<file path="src/rtl/pc_msg_router.sv">
// Bus-clock controller between the PC host channel and the application. It splits inbound
// host words into pixel and DRAM-burst streams and arbitrates outbound messages to the host.
module pc_msg_router #(
    parameter int XB_SIZE    = 32,
    parameter int DRAM_BURST = 16
) (
    input  logic               bus_clk,
    input  logic               reset,
    input  logic               pc_msg_empty,
    input  logic [XB_SIZE-1:0] pc_msg,
    output logic               pc_msg_ack,
    input  logic               pix_full,
    output logic               pix_wren,
    output logic [XB_SIZE-1:0] pix_data,
    input  logic               dram_full,
    output logic               dram_wren,
    output logic [XB_SIZE-1:0] dram_data,
    input  logic               err_req,
    input  logic [XB_SIZE-1:0] err_msg,
    output logic               err_ack,
    input  logic               ext_req,
    input  logic [XB_SIZE-1:0] ext_msg,
    output logic               ext_ack,
    input  logic               fpga_msg_full,
    output logic               fpga_msg_valid,
    output logic [XB_SIZE-1:0] fpga_msg,
    output logic               error
);

    localparam int CW = $clog2(DRAM_BURST);

    typedef enum logic {ST_IDLE = 1'b0, ST_BURST = 1'b1} state_t;
    typedef enum logic {LG_EXT = 1'b0, LG_STAT = 1'b1} last_t;

    state_t             state_q, state_d;
    last_t              last_q, last_d;
    logic [CW-1:0]      cnt_q, cnt_d;
    logic [15:0]        pix_cnt_q, pix_cnt_d;
    logic [11:0]        burst_cnt_q, burst_cnt_d;
    logic               stat_pend_q, stat_pend_d;
    logic               error_q, error_d;
    logic               pix_wren_q, pix_wren_d;
    logic [XB_SIZE-1:0] pix_data_q, pix_data_d;
    logic               dram_wren_q, dram_wren_d;
    logic [XB_SIZE-1:0] dram_data_q, dram_data_d;
    logic               valid_q, valid_d;
    logic [XB_SIZE-1:0] fpga_msg_q, fpga_msg_d;
    logic               err_ack_q, err_ack_d;
    logic               ext_ack_q, ext_ack_d;

    logic [1:0]         tag_s;
    logic               stall_s;
    logic               ack_s;
    logic               stat_set_s;
    logic               stat_grant_s;
    logic [XB_SIZE-1:0] status_s;

    assign tag_s    = pc_msg[1:0];
    assign status_s = {pix_cnt_q, burst_cnt_q, state_q == ST_BURST, error_q, 2'b11};

    // Back-pressure: only the FIFO the head word is headed for can stall it.
    always_comb begin
        stall_s = 1'b0;
        if (state_q == ST_BURST) begin
            stall_s = dram_full;
        end else begin
            case (tag_s)
                2'b00:   stall_s = dram_full;
                2'b11:   stall_s = 1'b0;
                default: stall_s = pix_full;
            endcase
        end
    end

    assign ack_s      = !reset && !pc_msg_empty && !error_q && !stall_s;
    assign pc_msg_ack = ack_s;

    // Inbound routing, burst tracking and statistics.
    always_comb begin
        state_d     = state_q;
        cnt_d       = cnt_q;
        pix_cnt_d   = pix_cnt_q;
        burst_cnt_d = burst_cnt_q;
        pix_wren_d  = 1'b0;
        pix_data_d  = pix_data_q;
        dram_wren_d = 1'b0;
        dram_data_d = dram_data_q;
        stat_set_s  = 1'b0;
        // almost_full rising under a write already in flight means the slack contract broke
        error_d     = error_q | (pix_wren_q & pix_full) | (dram_wren_q & dram_full);
        if (ack_s) begin
            if (state_q == ST_BURST) begin
                dram_wren_d = 1'b1;
                dram_data_d = pc_msg;
                if (cnt_q == CW'(1)) begin
                    state_d     = ST_IDLE;
                    burst_cnt_d = burst_cnt_q + 12'd1;
                end else begin
                    cnt_d = cnt_q - CW'(1);
                end
            end else begin
                case (tag_s)
                    2'b00: begin
                        dram_wren_d = 1'b1;
                        dram_data_d = pc_msg;
                        cnt_d       = CW'(DRAM_BURST - 1);
                        state_d     = ST_BURST;
                    end
                    2'b11: begin
                        stat_set_s = 1'b1;
                    end
                    default: begin
                        pix_wren_d = 1'b1;
                        pix_data_d = pc_msg;
                        pix_cnt_d  = pix_cnt_q + 16'd1;
                    end
                endcase
            end
        end
    end

    // Outbound arbiter: error first, then status/ext round-robin, one grant per two cycles.
    always_comb begin
        valid_d      = 1'b0;
        err_ack_d    = 1'b0;
        ext_ack_d    = 1'b0;
        fpga_msg_d   = fpga_msg_q;
        last_d       = last_q;
        stat_grant_s = 1'b0;
        if (!fpga_msg_full && !valid_q) begin
            if (err_req) begin
                valid_d    = 1'b1;
                err_ack_d  = 1'b1;
                fpga_msg_d = err_msg;
            end else if (stat_pend_q && (!ext_req || last_q == LG_EXT)) begin
                valid_d      = 1'b1;
                fpga_msg_d   = status_s;
                last_d       = LG_STAT;
                stat_grant_s = 1'b1;
            end else if (ext_req) begin
                valid_d    = 1'b1;
                ext_ack_d  = 1'b1;
                fpga_msg_d = ext_msg;
                last_d     = LG_EXT;
            end else begin
                valid_d = 1'b0;
            end
        end else begin
            valid_d = 1'b0;
        end
        // a request landing in the grant cycle is newer than the reply and must be kept
        if (stat_set_s) begin
            stat_pend_d = 1'b1;
        end else if (stat_grant_s) begin
            stat_pend_d = 1'b0;
        end else begin
            stat_pend_d = stat_pend_q;
        end
    end

    // State and output registers.
    always_ff @(posedge bus_clk or posedge reset) begin
        if (reset) begin
            state_q     <= ST_IDLE;
            last_q      <= LG_EXT;
            cnt_q       <= '0;
            pix_cnt_q   <= 16'd0;
            burst_cnt_q <= 12'd0;
            stat_pend_q <= 1'b0;
            error_q     <= 1'b0;
            pix_wren_q  <= 1'b0;
            pix_data_q  <= '0;
            dram_wren_q <= 1'b0;
            dram_data_q <= '0;
            valid_q     <= 1'b0;
            fpga_msg_q  <= '0;
            err_ack_q   <= 1'b0;
            ext_ack_q   <= 1'b0;
        end else begin
            state_q     <= state_d;
            last_q      <= last_d;
            cnt_q       <= cnt_d;
            pix_cnt_q   <= pix_cnt_d;
            burst_cnt_q <= burst_cnt_d;
            stat_pend_q <= stat_pend_d;
            error_q     <= error_d;
            pix_wren_q  <= pix_wren_d;
            pix_data_q  <= pix_data_d;
            dram_wren_q <= dram_wren_d;
            dram_data_q <= dram_data_d;
            valid_q     <= valid_d;
            fpga_msg_q  <= fpga_msg_d;
            err_ack_q   <= err_ack_d;
            ext_ack_q   <= ext_ack_d;
        end
    end

    assign pix_wren       = pix_wren_q;
    assign pix_data       = pix_data_q;
    assign dram_wren      = dram_wren_q;
    assign dram_data      = dram_data_q;
    assign fpga_msg_valid = valid_q;
    assign fpga_msg       = fpga_msg_q;
    assign err_ack        = err_ack_q;
    assign ext_ack        = ext_ack_q;
    assign error          = error_q;

endmodule

</file>
<file path="config.mk">
export PLATFORM = sky130hd
export DESIGN_NAME = pc_msg_router
export DESIGN_NICKNAME = d
export VERILOG_FILES = /design/src/rtl/pc_msg_router.sv
export SDC_FILE = /design/constraint.sdc
export NUM_CORES = 1
export LEC_CHECK = 0
export ABC_AREA = 1
export CAP_MARGIN = 10
export CORE_MARGIN = 4
export CORE_UTILIZATION = 30
export CTS_BUF_LIST = sky130_fd_sc_hd__clkbuf_8
export CTS_CLUSTER_DIAMETER = 40
export CTS_CLUSTER_SIZE = 24
export DETAILED_ROUTE_END_ITERATION = 16
export HOLD_SLACK_MARGIN = 0.02
export SLEW_MARGIN = 15
export SYNTH_ARGS = -nofsm -noshare
export SYNTH_HDL_FRONTEND = slang
export SYNTH_SLANG_ARGS = --single-unit
</file>
<file path="constraint.sdc">
create_clock -name bus_clk -period 4.39 [get_ports bus_clk]
set_clock_uncertainty 0.1 [all_clocks]
set_input_delay 0.6585 -clock bus_clk [delete_from_list [all_inputs] [get_ports bus_clk]]
set_output_delay 0.6585 -clock bus_clk [all_outputs]
set_load 0.05 [all_outputs]
</file>
==> summary.txt <==
Status
  • Outcome: completed

Synth
  • Syn Nets: 921
  • Distinct cells, synth: 29
  • Leading post-synthesis cells by cell area: dfrtp_1, nand2_1, o21ai_0
  • Seq/Total Area, Yosys: 51.35%
  • Leading area contributor after synthesis: dfrtp_1
  • Seq cells post-synth: 137
  • Mapped Cells: 811
  • Avg Synthesized Cell Area: 8.232 µm²
  • Post-synth top cells: nand2_1, dfrtp_1, o21ai_0, inv_1, nor2_1
  • Post-Syn Area: 6676 µm²
  • EDFF count, synth: 0
  • Share of the synthesized area in the top cell type: 51.35%
  • Most numerous cell in the Yosys netlist: nand2_1
  • Prevailing post-synth register cell: dfrtp_1
  • Ys async rst share: 100.0%
  • Synthesis Warnings: 0

Floorplan
  • Die area: 24710 µm²
  • Row count: 54
  • CORE AREA: 21890 µm²
  • Overall die width: 157.2 µm
  • I/O pin count: 207
  • Starting density of the core: 30.50%
  • Die height: 157.2 µm

CTS
  • Post-CTS sizing: 0
  • CTS tree: built
  • Root buf cell: clkbuf_8
  • Post-CTS Setup Bufs: 0
  • CTS Sinks: 137
  • Later-pin clock latency in the skew report: 0.43 ns
  • Clock slew at reported path FFs: 0.08 ns
  • Num CTS Buffers: 17
  • Post-cts hold buffer count: 0
  • H-tree depth: 4
  • CTS Buffer Depth: 2

Detailed routing
  • WL met3: 1.590 mm
  • DRT iter0 DRCs: 358
  • Drt wl/cell: 15.13 µm
  • WL final: 19.69 mm
  • Post-DRT Antenna Nets: 0
  • DR DRC count: 0
  • Met2 WL: 8.557 mm
  • Vias: 5909
  • Vias per std cell: 4.542
  • DRT Pass-1 Iters: 5
  • M1 wire length: 9.288 mm
  • Uppermost layer routed: met4

Placed design
  • IO Port Bufs: 206
  • HPWL after DPL: 14.03 mm
  • Pre-CTS WS: 0.6097 ns
  • Gp weighted congestion: 0.8298
  • Placed Cells: 1269

Worst setup path
  • Critical Path, Cell by Cell: clkdlybuf4s50_1 > inv_1 > ha_1 > nand2_4 > nand2_1 > nand2_2 > nand2_4 > nand2_2 > inv_1 > clkdlybuf4s50_1
  • Startpoint Class: primary input
  • Worst Path Arrival: 3.01 ns
  • CP peak stage delay: 0.83 ns
  • Worst setup EP type: primary output
  • Required @ worst endpoint: 3.63 ns
  • Crit path max fanout: 5
  • Setup CP Type: primary input to primary output
  • CP max stage cell: clkdlybuf4s50_1

Layout
  • Fin cells: 1301
  • Ant. Diodes: 0
  • # nets final: 1118
  • Layout cells sized above 1: 9.403%
  • Layout area overhead: 39.39%
  • Fill cells: 2231

Worst hold path
  • Hold/Removal Path Class: register to register

STA
  • Hold Fails Final Rpt: 0
  • Crit path time final: 3.766 ns
  • Max frequency: 265.5 MHz
  • Period utilization: 85.79%
  • Slew Limit Fails: 0
  • WHS: 0.3836 ns
  • Worst slew pin tran: 1.044 ns
  • RSZ-0062 raised after global routing: no
  • Worst slew margin: 30.21%
  • Final WS setup: 0.6240 ns
  • Setup TNS: 0 ns
  • Final setup viols: 0

GRT
  • Largest net degree at the start of global routing: 138
  • First-pass GRT wire length: 30.85 mm
  • Global route total overflow: 0
  • Total GRT Usage: 15.68%
  • Vias in the first global route: 5768
  • Initial antenna violation count: 0

Pwr
  • Cell Pwr Density: 662.8 nW/µm²
  • Peak VDD IR: 0.0002763 V
  • Leakage: 0.004243 µW

Flow run
  • Max Cap Viol: 0
worst paths after layout:
kind	from	to	slack, ns	cells after the start
worst min register to register	pix_data[4]	pix_data[4]	0.38	2
worst min-delay path	pix_data[4]	pix_data[4]	0.38	2
min in group asynchronous	reset	dram_wren	0.67	3
worst max-delay path	pc_msg[1]	pc_msg_ack	0.62	10
max in group asynchronous	reset	burst_cnt_q[7]	2.84	3
worst max register to register	fpga_msg_valid	fpga_msg[25]	2.10	5
through the flow:
stage	util, %	instance area (µm²)	total power [µW]
after floorplan	-	6680	4067
after global placement	40.83	8939	5199
after global routing	42.51	9306	6546
after CTS	42.51	9306	6247
after detailed placement	40.83	8939	5231
final	42.51	9306	6168
cell usage in the layout, fill, tap and decap left out, types with 2 or more instances in the layout:
cell,n
xor2_1,13
o21ai_0,74
nand2_1,281
nor2_1,63
o21ai_2,40
nand2_2,3
nand2_4,2
inv_1,65
nand3_2,2
clkdlybuf4s50_1,206
inv_8,3
o21ai_1,30
inv_2,2
nand4_1,7
nand3_1,15
clkinvlp_4,5
dfrtp_1,137
buf_12,2
clkbuf_8,17
inv_6,5
ha_1,6
clkinv_4,3
a21oi_1,22
xnor2_1,3
buf_4,8
power breakdown:
| group | total [µW] | internal [µW] | leakage (µW) | switching (µW) |
|---|---|---|---|---|
| sequential | 1950 | 1690 | 0.00174 | 262 |
| clock | 988 | 413 | 0.000176 | 576 |
| combinational | 3230 | 1060 | 0.00233 | 2170 |
| total | 6170 | 3160 | 0.00424 | 3010 |
flip-flops by register name (all words and copies together) (netlist names):
name	flops
state_q	1
err_ack	1
pix_cnt_q	16
last_q	1
dram_data	32
cnt_q	4
stat_pend_q	1
fpga_msg_valid	1
burst_cnt_q	12
pix_wren	1
pix_data	32
ext_ack	1
fpga_msg	32
dram_wren	1
error	1
cells by family (layout without fill, tap and decap cells):
logic type,after synthesis,in the layout,share of synthesized area (%)
XOR/XNOR,16,16,2.099
adder cells (fa/ha/maj),6,6,1.124
flip-flops,137,137,51.35
buffers and inverters,106,316,7.759
AND/OR/NAND/NOR,378,378,22.69
AO/OA/AOI/OAI,168,168,14.97
routing by layer:
metal / up-vias / GRT usage (%)
met1: 2721 / 22.30
met4: 0 / 3.728
met3: 19 / 4.399
li1: 2969 / -
met5: - / 0
met2: 200 / 23.77
area by class of cell:
| class | count | area, µm² | area share [%] |
|---|---|---|---|
| Clock buffer | 17 | 234.0 | 2.514 |
| Clock inverter | 15 | 133.9 | 1.439 |
| Inverter | 68 | 259.0 | 2.783 |
| Multi-Input combinational cell | 568 | 2739 | 29.43 |
| Sequential cell | 137 | 3428 | 36.84 |
| Tap cell | 280 | 350.3 | 3.764 |
| Timing Repair Buffer | 216 | 2162 | 23.23 |
worst max-delay path: cells and delay by family:
family,cells,cell delay [ns]
buf+inv,4,1.55
simple gates,5,0.43
fa+ha+maj,1,0.35
(Power assumes the default switching activity.)
